<file path="config.mk">
export PLATFORM = sky130hd
export DESIGN_NAME = divider32fp
export DESIGN_NICKNAME = d
export VERILOG_FILES = /design/src/rtl/divider32fp.sv
export SDC_FILE = /design/constraint.sdc
export NUM_CORES = 1
export LEC_CHECK = 0
export CORE_AREA = 4 4 170 131
export CTS_BUF_LIST = sky130_fd_sc_hd__clkbuf_8 sky130_fd_sc_hd__clkbuf_16
export DETAILED_ROUTE_END_ITERATION = 16
export DIE_AREA = 0 0 174 135
export GPL_ROUTABILITY_DRIVEN = 0
export GPL_TIMING_DRIVEN = 0
export PLACE_DENSITY = 0.82
export REMOVE_ABC_BUFFERS = 1
export SKIP_LAST_GASP = 1
export SLEW_MARGIN = 15
export SYNTH_ARGS = -nofsm -noshare
export SYNTH_HDL_FRONTEND = slang
export SYNTH_SLANG_ARGS = --single-unit
</file>
<file path="constraint.sdc">
create_clock -name clk -period 4.46 [get_ports clk]
set_clock_uncertainty 0.15 [all_clocks]
set_input_delay 0.892 -clock clk [delete_from_list [all_inputs] [get_ports clk]]
set_output_delay 0.892 -clock clk [all_outputs]
set_load 0.005 [all_outputs]
</file>
<file path="src/rtl/divider32fp.sv">
// Iterative IEEE-754 single-precision divider (quotient_o = a_i / b_i).
// Radix-2 restoring mantissa division that produces one quotient bit per clock.
// Rounding is truncation toward zero. Subnormal operands are flushed to zero.
module divider32fp #(
    parameter int EXP_W = 8,
    parameter int MAN_W = 23,
    parameter int BIAS  = 127
) (
    input  logic                     clk,
    input  logic                     rst_n,
    input  logic                     start_i,
    input  logic [EXP_W+MAN_W:0]     a_i,
    input  logic [EXP_W+MAN_W:0]     b_i,
    output logic                     busy_o,
    output logic                     done_o,
    output logic                     nan_o,
    output logic                     infinit_o,
    output logic                     div_zero_o,
    output logic                     overflow_o,
    output logic                     underflow_o,
    output logic [EXP_W+MAN_W:0]     quotient_o
);

    localparam int W     = EXP_W + MAN_W + 1;
    localparam int CNT_W = $clog2(MAN_W + 2);
    localparam logic signed [EXP_W+1:0] BIAS_X    = (EXP_W+2)'(BIAS);
    localparam logic signed [EXP_W+1:0] EXP_MAX_X = (EXP_W+2)'((1 << EXP_W) - 1);
    localparam logic signed [EXP_W+1:0] ZERO_X    = '0;
    localparam logic [W-1:0] QNAN = {1'b0, {EXP_W{1'b1}}, 1'b1, {(MAN_W-1){1'b0}}};

    typedef enum logic [2:0] {
        S_IDLE,
        S_UNPACK,
        S_DIVIDE,
        S_NORMALIZE,
        S_PACK,
        S_DONE
    } state_t;

    state_t                   state;
    logic [W-1:0]             a_reg;
    logic [W-1:0]             b_reg;
    logic                     sign;
    logic signed [EXP_W+1:0]  exp_q;
    logic [MAN_W+1:0]         rem;
    logic [MAN_W:0]           mb;
    logic [MAN_W+1:0]         q;
    logic [CNT_W-1:0]         cnt;
    logic                     is_special;
    logic [W-1:0]             pend_result;
    logic                     pend_nan;
    logic                     pend_inf;
    logic                     pend_dz;

    logic [EXP_W-1:0]         ea;
    logic [EXP_W-1:0]         eb;
    logic [MAN_W-1:0]         fa;
    logic [MAN_W-1:0]         fb;
    logic                     a_zero, b_zero, a_inf, b_inf, a_nan, b_nan;
    logic signed [EXP_W+1:0]  exp_diff;
    logic                     rem_ge;
    logic [MAN_W+1:0]         rem_next;

    // Operand field extraction, classification and one restoring-division step
    always_comb begin
        ea       = a_reg[W-2 -: EXP_W];
        eb       = b_reg[W-2 -: EXP_W];
        fa       = a_reg[MAN_W-1:0];
        fb       = b_reg[MAN_W-1:0];
        a_zero   = (ea == '0);
        b_zero   = (eb == '0);
        a_inf    = (ea == '1) && (fa == '0);
        b_inf    = (eb == '1) && (fb == '0);
        a_nan    = (ea == '1) && (fa != '0);
        b_nan    = (eb == '1) && (fb != '0);
        exp_diff = $signed({2'b00, ea}) - $signed({2'b00, eb}) + BIAS_X;
        rem_ge   = (rem >= {1'b0, mb});
        rem_next = rem_ge ? (rem - {1'b0, mb}) : rem;
    end

    // Control FSM with the datapath registers and registered outputs
    always_ff @(posedge clk or negedge rst_n) begin
        if (!rst_n) begin
            state       <= S_IDLE;
            a_reg       <= '0;
            b_reg       <= '0;
            sign        <= 1'b0;
            exp_q       <= '0;
            rem         <= '0;
            mb          <= '0;
            q           <= '0;
            cnt         <= '0;
            is_special  <= 1'b0;
            pend_result <= '0;
            pend_nan    <= 1'b0;
            pend_inf    <= 1'b0;
            pend_dz     <= 1'b0;
            busy_o      <= 1'b0;
            done_o      <= 1'b0;
            nan_o       <= 1'b0;
            infinit_o   <= 1'b0;
            div_zero_o  <= 1'b0;
            overflow_o  <= 1'b0;
            underflow_o <= 1'b0;
            quotient_o  <= '0;
        end else begin
            case (state)
                S_IDLE: begin
                    if (start_i) begin
                        a_reg       <= a_i;
                        b_reg       <= b_i;
                        nan_o       <= 1'b0;
                        infinit_o   <= 1'b0;
                        div_zero_o  <= 1'b0;
                        overflow_o  <= 1'b0;
                        underflow_o <= 1'b0;
                        quotient_o  <= '0;
                        busy_o      <= 1'b1;
                        state       <= S_UNPACK;
                    end
                end
                S_UNPACK: begin
                    sign        <= a_reg[W-1] ^ b_reg[W-1];
                    exp_q       <= exp_diff;
                    rem         <= {2'b01, fa};
                    mb          <= {1'b1, fb};
                    q           <= '0;
                    cnt         <= '0;
                    is_special  <= 1'b1;
                    pend_nan    <= 1'b0;
                    pend_inf    <= 1'b0;
                    pend_dz     <= 1'b0;
                    state       <= S_PACK;
                    if (a_nan || b_nan || (a_zero && b_zero) || (a_inf && b_inf)) begin
                        pend_result <= QNAN;
                        pend_nan    <= 1'b1;
                    end else if (a_inf) begin
                        pend_result <= {a_reg[W-1] ^ b_reg[W-1], {EXP_W{1'b1}}, {MAN_W{1'b0}}};
                        pend_inf    <= 1'b1;
                    end else if (b_zero) begin
                        pend_result <= {a_reg[W-1] ^ b_reg[W-1], {EXP_W{1'b1}}, {MAN_W{1'b0}}};
                        pend_inf    <= 1'b1;
                        pend_dz     <= 1'b1;
                    end else if (b_inf || a_zero) begin
                        pend_result <= {a_reg[W-1] ^ b_reg[W-1], {(W-1){1'b0}}};
                    end else begin
                        pend_result <= '0;
                        is_special  <= 1'b0;
                        state       <= S_DIVIDE;
                    end
                end
                S_DIVIDE: begin
                    rem <= rem_next << 1;
                    q   <= {q[MAN_W:0], rem_ge};
                    if (cnt == CNT_W'(MAN_W + 1)) begin
                        state <= S_NORMALIZE;
                    end else begin
                        cnt <= cnt + 1'b1;
                    end
                end
                S_NORMALIZE: begin
                    if (!q[MAN_W+1]) begin
                        q     <= q << 1;
                        exp_q <= exp_q - 1'b1;
                    end
                    state <= S_PACK;
                end
                S_PACK: begin
                    if (is_special) begin
                        quotient_o <= pend_result;
                        nan_o      <= pend_nan;
                        infinit_o  <= pend_inf;
                        div_zero_o <= pend_dz;
                    end else if (exp_q >= EXP_MAX_X) begin
                        quotient_o <= {sign, {EXP_W{1'b1}}, {MAN_W{1'b0}}};
                        overflow_o <= 1'b1;
                    end else if (exp_q <= ZERO_X) begin
                        quotient_o  <= {sign, {(W-1){1'b0}}};
                        underflow_o <= 1'b1;
                    end else begin
                        quotient_o <= {sign, exp_q[EXP_W-1:0], q[MAN_W:1]};
                    end
                    done_o <= 1'b1;
                    state  <= S_DONE;
                end
                S_DONE: begin
                    done_o <= 1'b0;
                    busy_o <= 1'b0;
                    state  <= S_IDLE;
                end
                default: begin
                    done_o <= 1'b0;
                    busy_o <= 1'b0;
                    state  <= S_IDLE;
                end
            endcase
        end
    end

endmodule

</file>
==> impl_metrics.tcl <==
set metrics [dict create \
    synth_common_cells "202 x dfrtp_1, 96 x nand2_1, 82 x o21ai_0" \
    ctsResizeCount 0 \
    placed_area_um2 11600 \
    ys.flop_type "dfrtp_1" \
    fin_area_um2 12300 \
    drtIter0Drc 706 \
    postCtsSetupRepairBufs 0 \
    totalNegativeSetupSlack_ns 0 \
    grt_pass1_vias 7865 \
    grt_max_degree 84 \
    path_class "primary input to flip-flop" \
    yosysTopAreaCell "dfrtp_1" \
    regArea_um2 5050 \
    synth_warnings 0 \
    fin_crit_sh_pct 78.5 \
    hpwl_mm 17.4 \
    ys_seq_area_share_pct 49.5 \
    synth_top_area_share_pct 49.5 \
    crit_path_start_kind "primary input" \
    synth_seq_cells 202 \
    dpl_worst_slack_ns 0.527 \
    portBuffers 105 \
    overflow 0 \
    fin_ws_ns 0.960 \
    power_density_nw_per_um2 831 \
    synth_edf_count 0 \
    crit_required_ns 4.68 \
    drive_gt1_share_pct 12.4 \
    r2r-start "rem[4]" \
    root_buffer "clkbuf_16" \
    peakVddDrop_v 0.000383 \
    endpoint "b_reg[10]" \
    async_flop_share_pct 100 \
    maxCapViolations 0 \
    num_rows 46 \
    finalNonFillerCells 1370 \
    viasPerCell 5.89 \
    htreeDepth 1 \
    drc 0 \
    dpl.cell_count 1332 \
    worstReg2RegEnd "rem[24]" \
    start_util_pct 49.3 \
    clk_latency_ns 0.51 \
    worstPathArrival_ns 3.72 \
    netlist_instances 995 \
    hold_slack_ns 0.141 \
    post-synth-top-count-cell "dfrtp_1" \
    leakagePower_uw 0.00535 \
    wl_mm 23.9 \
    endpoint_kind "flip-flop" \
    drtPass1Iterations 5 \
    avgSynthCellArea_um2 10.3 \
    cts_made_buffers 22 \
    multiInputGateArea_um2 4740 \
    critical_path.startpoint "start_i" \
    ioPinCount 106 \
    yosys-top-cells-area "dfrtp_1 50%, mux2_2 6.2%, ha_1 4.7%, a22o_1 4.4%, o21ai_0 4.0%" \
    die_y_um 135 \
    antenna_found_initial 0 \
    tightest_slew_ns 1.01 \
    wl_per_cell_um 17.5 \
    postCtsHoldBufs 0 \
    track_usage_pct 20.3 \
    max_slew_margin_pct 32.2 \
    area_growth_pct 20.8 \
    clkSlewWorstSetupHoldPaths_ns 0.06 \
    antenna_cells 0 \
    slew_viol_final 0 \
    r2r.worst_path.cells 9 \
    hold_path_class "primary input to async pin" \
    rrSetupSlack_ns 1.16 \
    clockBufferDepth 3 \
    fp.dieArea_um2 23500 \
    grt_pass1_wl_mm 40.1 \
    cts_num_sinks 202 \
    syn_area_um2 10200 \
    fillers 1691 \
    grt_setup_unrepaired "false" \
    min_period_ns 3.50 \
    dieWidth_um 174 \
    finalHoldViolations 0 \
    drtAntennaViolNets 0 \
    synth.distinct_cells 71 \
    status "complete, no violations" \
    setup_viol 0 \
    nets 1198 \
    fmax_ghz 0.286 \
    fp.coreArea_um2 20700 \
    cts_tree "done" \
    vias 8073 \
    crit_fanout 8 \
]
power by group:
| group | switching, uW | internal [uW] |
|---|---|---|
| clock network | 731 | 1120 |
| registers | 619 | 2510 |
| logic | 3020 | 2240 |
through the flow:
stage | util, % | power, uW
after floorplan | - | 6960
after global routing | 59.5 | 11100
final | 59.5 | 10200
after global placement | 54.8 | 8100
after CTS | 59.5 | 10200
after detailed placement | 55.9 | 8340
worst max-delay path, cell delays in order:
cell and delay, ns:
clkdlybuf4s50_1 0.61, nor4b_2 0.67, buf_2 0.34, buf_2 0.21, buf_2 0.23, buf_2 0.23, buf_4 0.19, mux2_2 0.34
cells in the final DEF (no fill, tap or decap), types with 22 or more instances in the layout:
master,netlist,final
ha_1,38,38
inv_1,53,54
nand2_1,96,96
clkdlybuf4s50_1,0,104
dfrtp_1,202,202
o21ai_0,82,82
clkbuf_16,0,22
a21oi_1,62,61
nor2_1,53,52
mux2_2,56,56
a22o_1,51,51
worst min path at each step:
stage	cells past startpoint	end	slack (ns)	from
2_1_floorplan	2	mb[23]	0.27	mb[23]
3_3_place_gp	2	mb[23]	0.28	mb[23]
3_5_place_dp	2	mb[23]	0.30	mb[23]
4_1_cts	1	b_reg[28]	0.15	rst_n
5_1_grt	1	b_reg[28]	0.16	rst_n
6_report	1	b_reg[28]	0.14	rst_n
final cells by class:
cell class              count  share of cell area [%]
clock buffers              28                    5.13
clock inverters            10                   0.974
inverters                  54                    1.64
multi-input cells         689                    38.5
flip-flops and latches    202                    41.0
well taps                 264                    2.68
repair buffers            123                    10.1
metal layers:
metal / GRT usage (%) / up-vias / routed length, um
li1: - / 3826 / -
met1: 28.6 / 3980 / 11000
met2: 34.1 / 235 / 11300
met3: 3.02 / 32 / 1220
met4: 3.78 / 0 / 406
met5: 0 / - / 0
kinds of logic after synthesis:
logic type / after synthesis / synth area share, %
compound gates: 299 / 19.5
xor+xnor: 37 / 3.18
fa+ha+maj: 40 / 4.97
buf+inv: 104 / 4.25
flops: 202 / 49.5
mux: 60 / 6.69
simple gates: 253 / 11.9
(Power assumes the default switching activity.)
